==> src/rtl/serial_subtractor.sv <==
// serial_subtractor: bit-serial two's-complement subtractor, d = a - b.
// One bit per clock, LSB first, through a single full-subtractor cell with a
// registered borrow. A start/busy/done handshake sequences operations.
// Optional feature: define SERSUB_OVF_EN to add the signed-overflow flag ovf.
module serial_subtractor #(
   parameter int WIDTH = 8
) (
   input  logic             clk,
   input  logic             rst_n,
   input  logic             start,
   input  logic [WIDTH-1:0] a,
   input  logic [WIDTH-1:0] b,
   output logic             busy,
   output logic             done,
   output logic [WIDTH-1:0] d,
`ifdef SERSUB_OVF_EN
   output logic             bo,
   output logic             ovf
`else
   output logic             bo
`endif
);

   localparam int CNT_W = $clog2(WIDTH);
   localparam logic [CNT_W-1:0] LAST_CNT = CNT_W'(WIDTH - 1);

   typedef enum logic [1:0] {
      IDLE = 2'd0,
      RUN  = 2'd1,
      DONE = 2'd2
   } state_t;

   state_t state, state_next;
   logic   load, step, last;

   logic [WIDTH-1:0] a_sr, b_sr;
   logic [WIDTH-2:0] res_sr;     // bits produced so far, newest at the top
   logic [CNT_W-1:0] cnt;
   logic             br;
   logic             ai, bi, diff, br_next;
   logic [WIDTH-1:0] res_full;   // result including the bit produced this cycle

`ifdef SERSUB_OVF_EN
   logic             a_msb, b_msb;
`endif

   // Single full-subtractor cell working on the operand LSBs and the borrow
   always_comb begin
      ai       = a_sr[0];
      bi       = b_sr[0];
      diff     = ai ^ bi ^ br;
      br_next  = (~ai & bi) | (~(ai ^ bi) & br);
      res_full = {diff, res_sr};
   end

   // Next-state and sequencing strobes
   always_comb begin
      state_next = state;
      load       = 1'b0;
      step       = 1'b0;
      last       = 1'b0;
      case (state)
         IDLE: begin
            if (start) begin
               load       = 1'b1;
               state_next = RUN;
            end
         end
         RUN: begin
            step = 1'b1;
            if (cnt == LAST_CNT) begin
               last       = 1'b1;
               state_next = DONE;
            end
         end
         DONE: begin
            if (start) begin
               load       = 1'b1;
               state_next = RUN;
            end else begin
               state_next = IDLE;
            end
         end
         default: state_next = IDLE;
      endcase
   end

   // State register
   always_ff @(posedge clk or negedge rst_n) begin
      if (!rst_n) state <= IDLE;
      else        state <= state_next;
   end

   // Operand and partial-result shift registers; contents are don't-care
   // outside RUN, so they carry no reset
   always_ff @(posedge clk) begin
      if (load) begin
         a_sr <= a;
         b_sr <= b;
`ifdef SERSUB_OVF_EN
         a_msb <= a[WIDTH-1];
         b_msb <= b[WIDTH-1];
`endif
      end else if (step) begin
         a_sr   <= a_sr >> 1;
         b_sr   <= b_sr >> 1;
         res_sr <= res_full[WIDTH-1:1];
      end
   end

   // Borrow, bit counter and handshake outputs
   always_ff @(posedge clk or negedge rst_n) begin
      if (!rst_n) begin
         br   <= 1'b0;
         cnt  <= '0;
         busy <= 1'b0;
         done <= 1'b0;
      end else begin
         if (load) begin
            br  <= 1'b0;
            cnt <= '0;
         end else if (step) begin
            br  <= br_next;
            cnt <= cnt + 1'b1;
         end
         busy <= (state_next == RUN);
         done <= last;
      end
   end

   // Visible result: updated only when the final bit is produced
   always_ff @(posedge clk or negedge rst_n) begin
      if (!rst_n) begin
         d  <= '0;
         bo <= 1'b0;
`ifdef SERSUB_OVF_EN
         ovf <= 1'b0;
`endif
      end else if (last) begin
         d  <= res_full;
         bo <= br_next;
`ifdef SERSUB_OVF_EN
         ovf <= (a_msb != b_msb) && (diff != a_msb);
`endif
      end
   end

endmodule

==> config.mk <==
export PLATFORM = sky130hd
export DESIGN_NAME = serial_subtractor
export DESIGN_NICKNAME = d
export VERILOG_FILES = /design/src/rtl/serial_subtractor.sv
export SDC_FILE = /design/constraint.sdc
export NUM_CORES = 1
export LEC_CHECK = 0
export ABC_CLOCK_PERIOD_IN_PS = 1500
export CORE_AREA = 2 2 79 81
export CTS_CLUSTER_DIAMETER = 60
export DETAILED_ROUTE_END_ITERATION = 8
export DIE_AREA = 0 0 81 83
export PLACE_DENSITY = 0.62
export SETUP_SLACK_MARGIN = 0.3
export SYNTH_ARGS = -nofsm -noshare
export SYNTH_HDL_FRONTEND = slang
export SYNTH_SLANG_ARGS = --single-unit
==> constraint.sdc <==
create_clock -name clk -period 1.5 [get_ports clk]
set_input_delay 0.375 -clock clk [delete_from_list [all_inputs] [get_ports clk]]
set_output_delay 0.375 -clock clk [all_outputs]
set_load 0.01 [all_outputs]
## Yosys cells after proc, flatten, opt, wreduce, memory -nomap -nowiden

Cells that the tools add are included.

| storage, ports and cells | value |
|---|---|
| bits in registers | 40 |
| bits of input ports | 19 |
| output and inout port bits | 11 |

| operators by class | value |
|---|---|
| add/sub/neg operators | 1 |
| equal/unequal tests | 4 |
| muxes and demuxes | 17 |
| bitwise operators | 8 |
| reduce and logical (&&, ||, !) cells | 4 |

Operators with widths:

| cell | number |
|---|---|
| two-way mux 8 bit | 4 |
| two-way mux 1 bit | 8 |
| two-way mux 3 bit | 2 |
| case mux 2 bit (3 select lines) | 1 |
| == test 2 x 1 -> 1 bit, second input constant | 2 |
| two-way mux 2 bit | 2 |
| adder 3 x 1 -> 3 bit, second input constant | 1 |
| == test 3 bit, second input constant | 1 |
| inverter 1 bit | 3 |
| AND 1 bit | 2 |
| == test 2 bit, second input constant | 1 |
| logical NOT 2 bit | 1 |
| AND reduction 2 bit | 1 |
| nonzero test 2 bit | 1 |
| OR reduction 2 bit | 1 |
| XOR 1 bit | 2 |
| bitwise OR 1 bit | 1 |

## Logic depth before layout (Yosys ltp)

| logic depth | value |
|---|---|
| depth after elaboration | 6 |
| gate-level depth with buffers | 5 |
| gate-level depth less buffers | 4 |

## Worst setup path after synthesis

No wires, ideal clock.

| timing path | value |
|---|---|
| path type | reg2reg |
| from | register cnt[0] |
| to | register d[0] |
| setup time | 125 ps |
| arrival time | 1387 ps |
| path slack | -12 ps |
| stages on the path, launching flop included | 6 |
| buffers on the path | 1 |
| clock period less this slack | 1512 ps |
| path through | dfrtp_1 > ha_1 > ha_1 > and3b_1 > buf_6 > mux2_4 |

| on the way | value |
|---|---|
| word-level cells in the longest chain between the ends | 3 |

Ends and longest elaborated chain:

| what | RTL line | RTL |
|---|---|---|
| from (decl) | 38 | `logic [CNT_W-1:0] cnt;` |
| from (signal assigned) | 124 | `cnt <= cnt + 1'b1;` |
| == test 3 bit | 71 | `if (cnt == LAST_CNT) begin` |
| two-way mux 1 bit | 71 |  |
| two-way mux 1 bit | 62 | `case (state)` |
| to (signal assigned) | 140 | `d <= res_full;` |
| to (decl) | 15 | `output logic [WIDTH-1:0] d,` |

No other way between the ends.
A chain may end at the register's enable or synchronous reset.

## Final worst setup path

| timing path | value |
|---|---|
| from | register cnt[0] |
| to | register d[7] |

The elaborated chain is that of the path after synthesis.

==> results.json <==
{
  "synth_edf_count": 23,
  "fp.dieW_um": 81,
  "vias": 1012,
  "syn-num-nets": 117,
  "netlist_area_um2": 1700,
  "internal_power_uw": 3740,
  "drt_iter0_markers": 30,
  "diodes": 0,
  "cellPowerDensity_nw_per_um2": 2080,
  "io_buffers": 29,
  "syn_area_per_cell_um2": 17.9,
  "fin_hold_ws_ns": 0.415,
  "power_switching_uw": 1450,
  "p_leak_uw": 0.00106,
  "clk_latency_ns": 0.28,
  "cts_made_buffers": 5,
  "dpl.hpwl_mm": 2.02,
  "cts.clk_slew.worst_paths_ns": 0.07,
  "seq_area_frac_synth_pct": 65.8,
  "seq_power_share_pct": 41.6,
  "pwr-share-clk_pct": 16.4,
  "fin_crit_ns": 1.39,
  "cp-end-kind": "flop",
  "drive_gt1_share_pct": 54.4,
  "post_drt_wl_per_cell_um": 13.9,
  "crit_fanout": 4,
  "post-synth-top-area-fraction_pct": 40.7,
  "drv_cap": 0,
  "syn2layout_area_growth_pct": 46.8,
  "synthFlopType": "edfxtp_1",
  "p_sw_share_pct": 27.9,
  "startpoint_type": "flop",
  "worst_ir_drop_vdd_uv": 873,
  "critPathLaunch": "cnt[0]",
  "antenna_found_initial": 0,
  "drt-total-wl_mm": 3.25,
  "min_period_over_period_pct": 92.9,
  "hp-class": "input pin to asynchronous set/reset pin",
  "grt_pass1_wl_mm": 5.14,
  "ys_ff_latch": 40,
  "layout.cells.non_filler": 233,
  "synth_most_common_cell": "edfxtp_1",
  "critical_path_class": "flop to flop",
  "drtPass1Iterations": 2,
  "core_um2": 5820,
  "holdBufCountCts": 0,
  "gp_congestion": 0.678,
  "critPathRequiredTime_ns": 1.68,
  "clock_path_buffers": 2,
  "die_y_um": 83,
  "post-route-util_pct": 42.8,
  "p_comb_share_pct": 42.0,
  "clock_sinks": 40,
  "track_usage_pct": 10.1,
  "final.setup_skew_ns": 0.00300,
  "grt_max_degree": 18,
  "dpl.cell_count": 205,
  "setup-violations-final": 0,
  "cts_tree": "yes",
  "rows": 28,
  "avgViaCountPerCell": 4.34,
  "cts_root_buffer": "clkbuf_8",
  "rsz0062_at_grt": "true",
  "grt_pass1_vias": 1099,
  "status": "finished, final reports clean",
  "overflow": 0,
  "fillers": 560,
  "route.detailed.drc": 0,
  "h-tree-depth": 2,
  "finalNetCount": 179,
  "netlist_top_cells_area": "edfxtp_1 (41%), dfrtp_1 (25%), mux2_4 (14%)",
  "critPathArrivalTime_ns": 1.57,
  "worst_slew_pin_slew_ns": 0.227,
  "synth_common_cells": "edfxtp_1 (23), dfrtp_1 (17), mux2_4 (16)",
  "hold_viol": 0,
  "fmax_ghz": 0.718,
  "worstReg2RegStart": "cnt[0]",
  "synth-async-reset-ratio_pct": 42.5,
  "maxSlewHeadroom_pct": 84.8,
  "dieArea_um2": 6720,
  "synthCells": 95,
  "ys_types": 23,
  "drv_slew": 0,
  "start_util_pct": 29.2,
  "ios": 30,
  "yosys_warnings": 0,
  "yosys.area.top_type": "edfxtp_1",
  "final_antenna_net_count": 0
}
==> worst max-delay path, stage by stage (launching register included) <==
cell and delay (ns):
dfrtp_1 0.41, ha_4 0.18, ha_4 0.15, and3b_2 0.24, mux2_4 0.30
==> logic make-up after synthesis <==
| group | Yosys count | share of synthesized area (%) |
|---|---|---|
| multiplexers | 25 | 20.1 |
| flip-flops | 40 | 65.8 |
| AND/OR/NAND/NOR | 11 | 4.28 |
| XOR/XNOR | 1 | 0.516 |
| buffers and inverters | 9 | 3.98 |
| adder cells (fa/ha/maj) | 3 | 2.65 |
| AO/OA/AOI/OAI | 6 | 2.73 |
==> repair_timing <==
item,CTS,global route
setup buffers,12,5
pin swaps,3,3
setup endpoints to repair,62,64
gates cloned,3,0
gates resized for setup,68,10
==> sequential cells by signal, indices dropped and copies added (netlist names) <==
signal and cells:
a_sr 8, b_sr 8, d 8, res_sr 7, cnt 3, state 2
bo 1, br 1, busy 1, done 1
==> worst paths after layout <==
| check | endpoint | slack, ns | depth (start not counted) |
|---|---|---|---|
| worst max-delay path | d[7] | 0.11 | 4 |
| worst min register to register | res_sr[0] | 0.46 | 0 |
| max in group asynchronous | state[0] | 0.88 | 2 |
| worst min-delay path | d[3] | 0.41 | 2 |
| min in group clk | res_sr[0] | 0.46 | 0 |
| worst max register to register | d[7] | 0.11 | 4 |
==> power by group through the flow <==
stage / combinational, µW / sequential, µW / clock (µW)
final: 2180 / 2160 / 852
after global routing: 2370 / 2220 / 919
after CTS: 2060 / 2160 / 882
after global placement: 1600 / 2150 / 0
after detailed placement: 1680 / 2180 / 0
after floorplan: 1030 / 2160 / 0
==> final cells by class <==
class,count,area [µm²],share of cell area [%]
inverter,4,20.0,0.804
multi-input combinational,48,639,25.7
timing repair buffer,58,512,20.6
clock buffer,6,72.6,2.91
sequential,40,1120,44.9
tap,75,93.8,3.77
clock inverter,2,35.0,1.41
==> metal layers <==
metal  GRT usage, %  wire length, µm  part of all wire (%)
met1           12.4             1400                    43
met2           16.8             1630                    50
met3           3.37              186                   5.7
met4           2.77               32                  0.98
met5              0                0                     0
==> placed cells by master, fill, tap and decap left out, drive strengths merged, types with 2 or more instances in the layout <==
cell type      count
a22o               3
and2               2
and3b              3
buf               40
clkbuf             6
clkdlybuf4s50     17
dfrtp             17
edfxtp            23
ha                 2
inv                4
mux2              24
nand2              2
nand2b             3
o21ai              2
==> per-stage QoR <==
stage | setup slack (ns) | power, µW | setup TNS [ns] | area (µm²)
3_3_place_gp | -0.306 | 3750 | -6.89 | 2160
4_1_cts | 0.104 | 5100 | 0 | 2420
5_1_grt | 0.0828 | 5510 | 0 | 2490
3_5_place_dp | -0.325 | 3860 | -7.61 | 2160
2_1_floorplan | 0.0630 | 3190 | 0 | 1730
6_report | 0.107 | 5190 | 0 | 2490
Note: power is estimated with default switching activity, not from simulation.
==> edit 1 (config.mk and constraints unchanged) <==
Add a define of `SERSUB_OVF_EN`.
--- a/src/rtl/serial_subtractor.sv
+++ b/src/rtl/serial_subtractor.sv
@@ -4,2 +4,4 @@
 // Optional feature: define SERSUB_OVF_EN to add the signed-overflow flag ovf.
+`define SERSUB_OVF_EN
+
 module serial_subtractor #(
Formal check against the unedited RTL (old outputs only; new: ovf): equivalent (equiv_simple and equiv_induct, registers matched by name and starting in step).
==> edit 1 against the original RTL <==
Utilization shrank 0.95 points; highest routed layer unchanged; wire length shrank 2.0%; worst setup slack gained 0.027 ns; sequential share of layout area grew 4.5 points; area after synthesis grew 0.81%; non-clock buffer count grew 1; synthesized cell count grew 34%; largest cell class unchanged; clock skew grew 0.0083 ns; power shrank 2.5%; final area shrank 2.2%; critical endpoint is now ovf; sequential cell count grew 3; critical path type unchanged; die area is the same.
==> edit 1: results (changes against the original RTL) <==
[setup_path]
crit_arrival_ns=1.55  ; -0.02 ns
critPathKind=reg2reg
rrSetupSlack_ns=0.13  ; +0.03 ns
crit_end=ovf
critPathLaunch=a_sr[0]
critPathTopFamily=adder cells
worstRegToRegCells=5  ; +1
slowest_delay_ns=0.44  ; +0.03 ns
cpMaxStageDelayCell=fa_2
critical_path.max_fanout=4  ; unchanged

[timing]
hold_slack_ns=0.403  ; -0.0114 ns
fin_ws_ns=0.134  ; +0.0273 ns
max-slew-margin-rel_pct=83.8  ; -1.1 points
finalClockSkew_ns=0.0113  ; +0.00827 ns

[grt]
grt_usage_pct=10.6  ; +0.53 points
first_global_vias=1129  ; +2.7%
use_met1_pct=14.1  ; +1.7 points
use_met2_pct=15.9  ; -0.83 points
antenna_found_initial=0  ; unchanged
use_met3_pct=3.15  ; -0.22 points
grt_pass1_wl_mm=5.40  ; +5.0%
grt_start_max_net_pins=19  ; +1

[power]
netSwitchingPower_mw=1.53  ; +5.2%
vdd_drop_max_v=0.000687  ; -21%
p_leak_nw=1.14  ; +7.3%

[placement]
hpwl_mm=1.94  ; -4.1%
pre_cts_slack_ns=-0.131  ; +0.194 ns
portBuffers=30  ; +3.4%
placed_cell_area_um2=2170  ; +0.81%
routabilityCongestion=0.715  ; +5.5%
dp_cells=235  ; +15%

[logic_synthesis]
async_flop_share_pct=41.9  ; -0.64 points
synth_area_leaders=edfxtp_1 (44%), dfrtp_1 (26%), nand2_1 (9.7%), mux2_4 (3.5%), mux2_1 (2.6%)
syn_nets=149  ; +27%
synthCells=127  ; +34%
synth_common_cells=nand2_1 (44), edfxtp_1 (25), dfrtp_1 (18)
ys_seq_area_share_pct=70.2  ; +4.4 points
synth-main-ff-cell=edfxtp_1
ys_warn_count=0  ; unchanged
yosysMostFrequentCell=nand2_1
synth_edf_count=25  ; +8.7%

[drt]
first_pass_iters=4  ; +2
wl_met1_mm=1.45  ; +3.7%
viasPerCell=4.14  ; -4.6%
wl_met2_mm=1.48  ; -9.4%
wl_mm=3.19  ; -2.0%
wl_met3_um=198  ; +6.5%
drt-initial-drc-count=52  ; +73%
wl_per_cell_um=12.0  ; -14%

[final_layout]
fin_nets=212  ; +18%
layout-drive-gt1-share_pct=36.6  ; -18 points

[status]
outcome=finished, final reports clean

[hold_path]
holdCritPathClass=in2async

[cts]
clockRootBuffer=clkbuf_8
clk_latency_ns=0.30  ; +0.02 ns
cts_max_level=2  ; unchanged
cts_made_buffers=5  ; unchanged

==> edit 1: final cells by class <==
cell class	instances	area, um^2
clock buffers	7	86.3
clock inverters	1	5.00
fillers	585	3380
inverters	7	37.5
multi-input cells	74	515
flip-flops and latches	43	1200
well taps	75	93.8
repair buffers	59	494
==> edit 1: cell families (layout without fill, tap and decap cells) <==
group | after synthesis | count (layout) | share of synthesized area [%]
compound gates | 9 | 9 | 3.29
simple gates | 53 | 54 | 14.0
buf+inv | 11 | 74 | 3.73
flops | 43 | 43 | 70.2
fa+ha+maj | 3 | 3 | 2.63
mux | 8 | 8 | 6.14
==> edit 1: power groups by stage <==
stage                     clock (mW)  combinational (mW)  sequential (mW)
final                          0.748                2.05             2.26
after global routing           0.849                2.31             2.32
after CTS                      0.779                1.91             2.26
after detailed placement           0                1.71             2.28
after global placement             0                1.66             2.27
after floorplan                    0               0.975             2.30
==> edit 1: timing repair <==
action,CTS,global route
pin swaps,2,1
setup buffers,15,7
resized for setup,53,9
setup endpoints to repair,65,50
cloned,1,0
==> edit 2 (config.mk and constraints unchanged) <==
Without the edit above. Encoding of `state_t`: now one-hot (3 bits for 3 states).
--- a/src/rtl/serial_subtractor.sv
+++ b/src/rtl/serial_subtractor.sv
@@ -26,6 +26,6 @@
 
-   typedef enum logic [1:0] {
-      IDLE = 2'd0,
-      RUN  = 2'd1,
-      DONE = 2'd2
+   typedef enum logic [2:0] {
+      IDLE = 3'b001,
+      RUN  = 3'b010,
+      DONE = 3'b100
    } state_t;
Behaviour: same outputs for any inputs over 10 cycles, from zero or initial values and one cycle with rst_n low; not proved beyond that.
==> edit 2 against the original RTL <==
The flow now finishes with violations (setup timing); area after synthesis is 1.8% lower; via count is 0.40% lower; worst setup slack worse by 0.13 ns; power is 14% lower; count of clock-buffer cells in the layout stayed put; sequential cell count is 1 higher; wire length is 1.9% higher; final area is 1.7% lower; largest power group is now registers; highest routed layer unchanged.
==> edit 2: results (changes against the original RTL) <==
[logic_synthesis]
synth_area_leaders=edfxtp_1 (41%), dfrtp_1 (26%), mux2_2 (12%), mux2_4 (4.5%), dfstp_2 (1.6%)
ys_types=24  ; +4.3%
ys_seq_area_share_pct=68.5  ; +2.8 points
synth_common_cells=edfxtp_1 (23), mux2_2 (18), dfrtp_1 (17)

[final_layout]
layout-drive-gt1-share_pct=50.3  ; -4.1 points
fin_nets=178  ; -0.56%

[drt]
first_pass_iters=4  ; +2
viasPerCell=4.34  ; about the same
wl_met3_um=170  ; -8.6%
wl_met2_mm=1.72  ; +5.5%

[placement]
placed_cell_area_um2=2210  ; +2.5%
hpwl_mm=2.15  ; +6.4%
routabilityCongestion=0.793  ; +17%
pre_cts_slack_ns=-0.366  ; -0.0405 ns

[power]
powerDensity_nw_per_um2=1820  ; -12%
comb_power_mw=1.71  ; -22%
p_clk_share_pct=19.3  ; +2.9 points

[timing]
finalClockSkew_ns=0.00705  ; +0.00405 ns
hold_slack_ns=0.418  ; +0.00343 ns
fin_ws_ns=-0.0225  ; -0.129 ns
final-setup-viol-count=18  ; +18
tns_ns=-0.280  ; -0.280 ns

[grt]
first_global_vias=1125  ; +2.4%
use_met2_pct=17.1  ; +0.38 points
grt_usage_pct=10.3  ; +0.22 points
grt_start_max_net_pins=19  ; +1

[status]
outcome=finished, violations left
violations=setup timing

[setup_path]
crit_end=b_sr[1]
critPathTopFamily=simple AND/OR/NAND/NOR gates
cpMaxStageDelayCell=or3b_4

[cts]
cts_setup_buffers=4  ; -8

-- edit 2: cell count changes in the layout (fill, tap and decap cells not counted), sizes merged, moves of 3 or more --
cell   before  now
nor2        1    6
nor3        0    3
a21oi       0    3
buf        40   33
and3b       3    0
and3        0    3
a22o        3    0
-- edit 2: logic make-up (layout without fill, tap and decap cells) --
group                      count (synthesis)  count (layout)  synth area share, %
DFF                                       41              41                 68.5
muxes                                     23              23                 16.7
and+or+nand+nor                           15              16                 5.78
buffers and inverters                      9              65                 2.55
AOI/OAI and AO/OA                          8               8                 2.78
adders and majority gates                  3               3                 2.70
xor gates and xnor gates                   1               1                0.976
-- edit 2: area by class of cell --
class,instances,area share [%]
Clock inverter,2,1.38
Inverter,6,0.920
Tap cell,75,3.83
Timing Repair Buffer,51,18.4
Multi-Input combinational cell,51,25.8
Clock buffer,6,2.96
Sequential cell,41,46.7
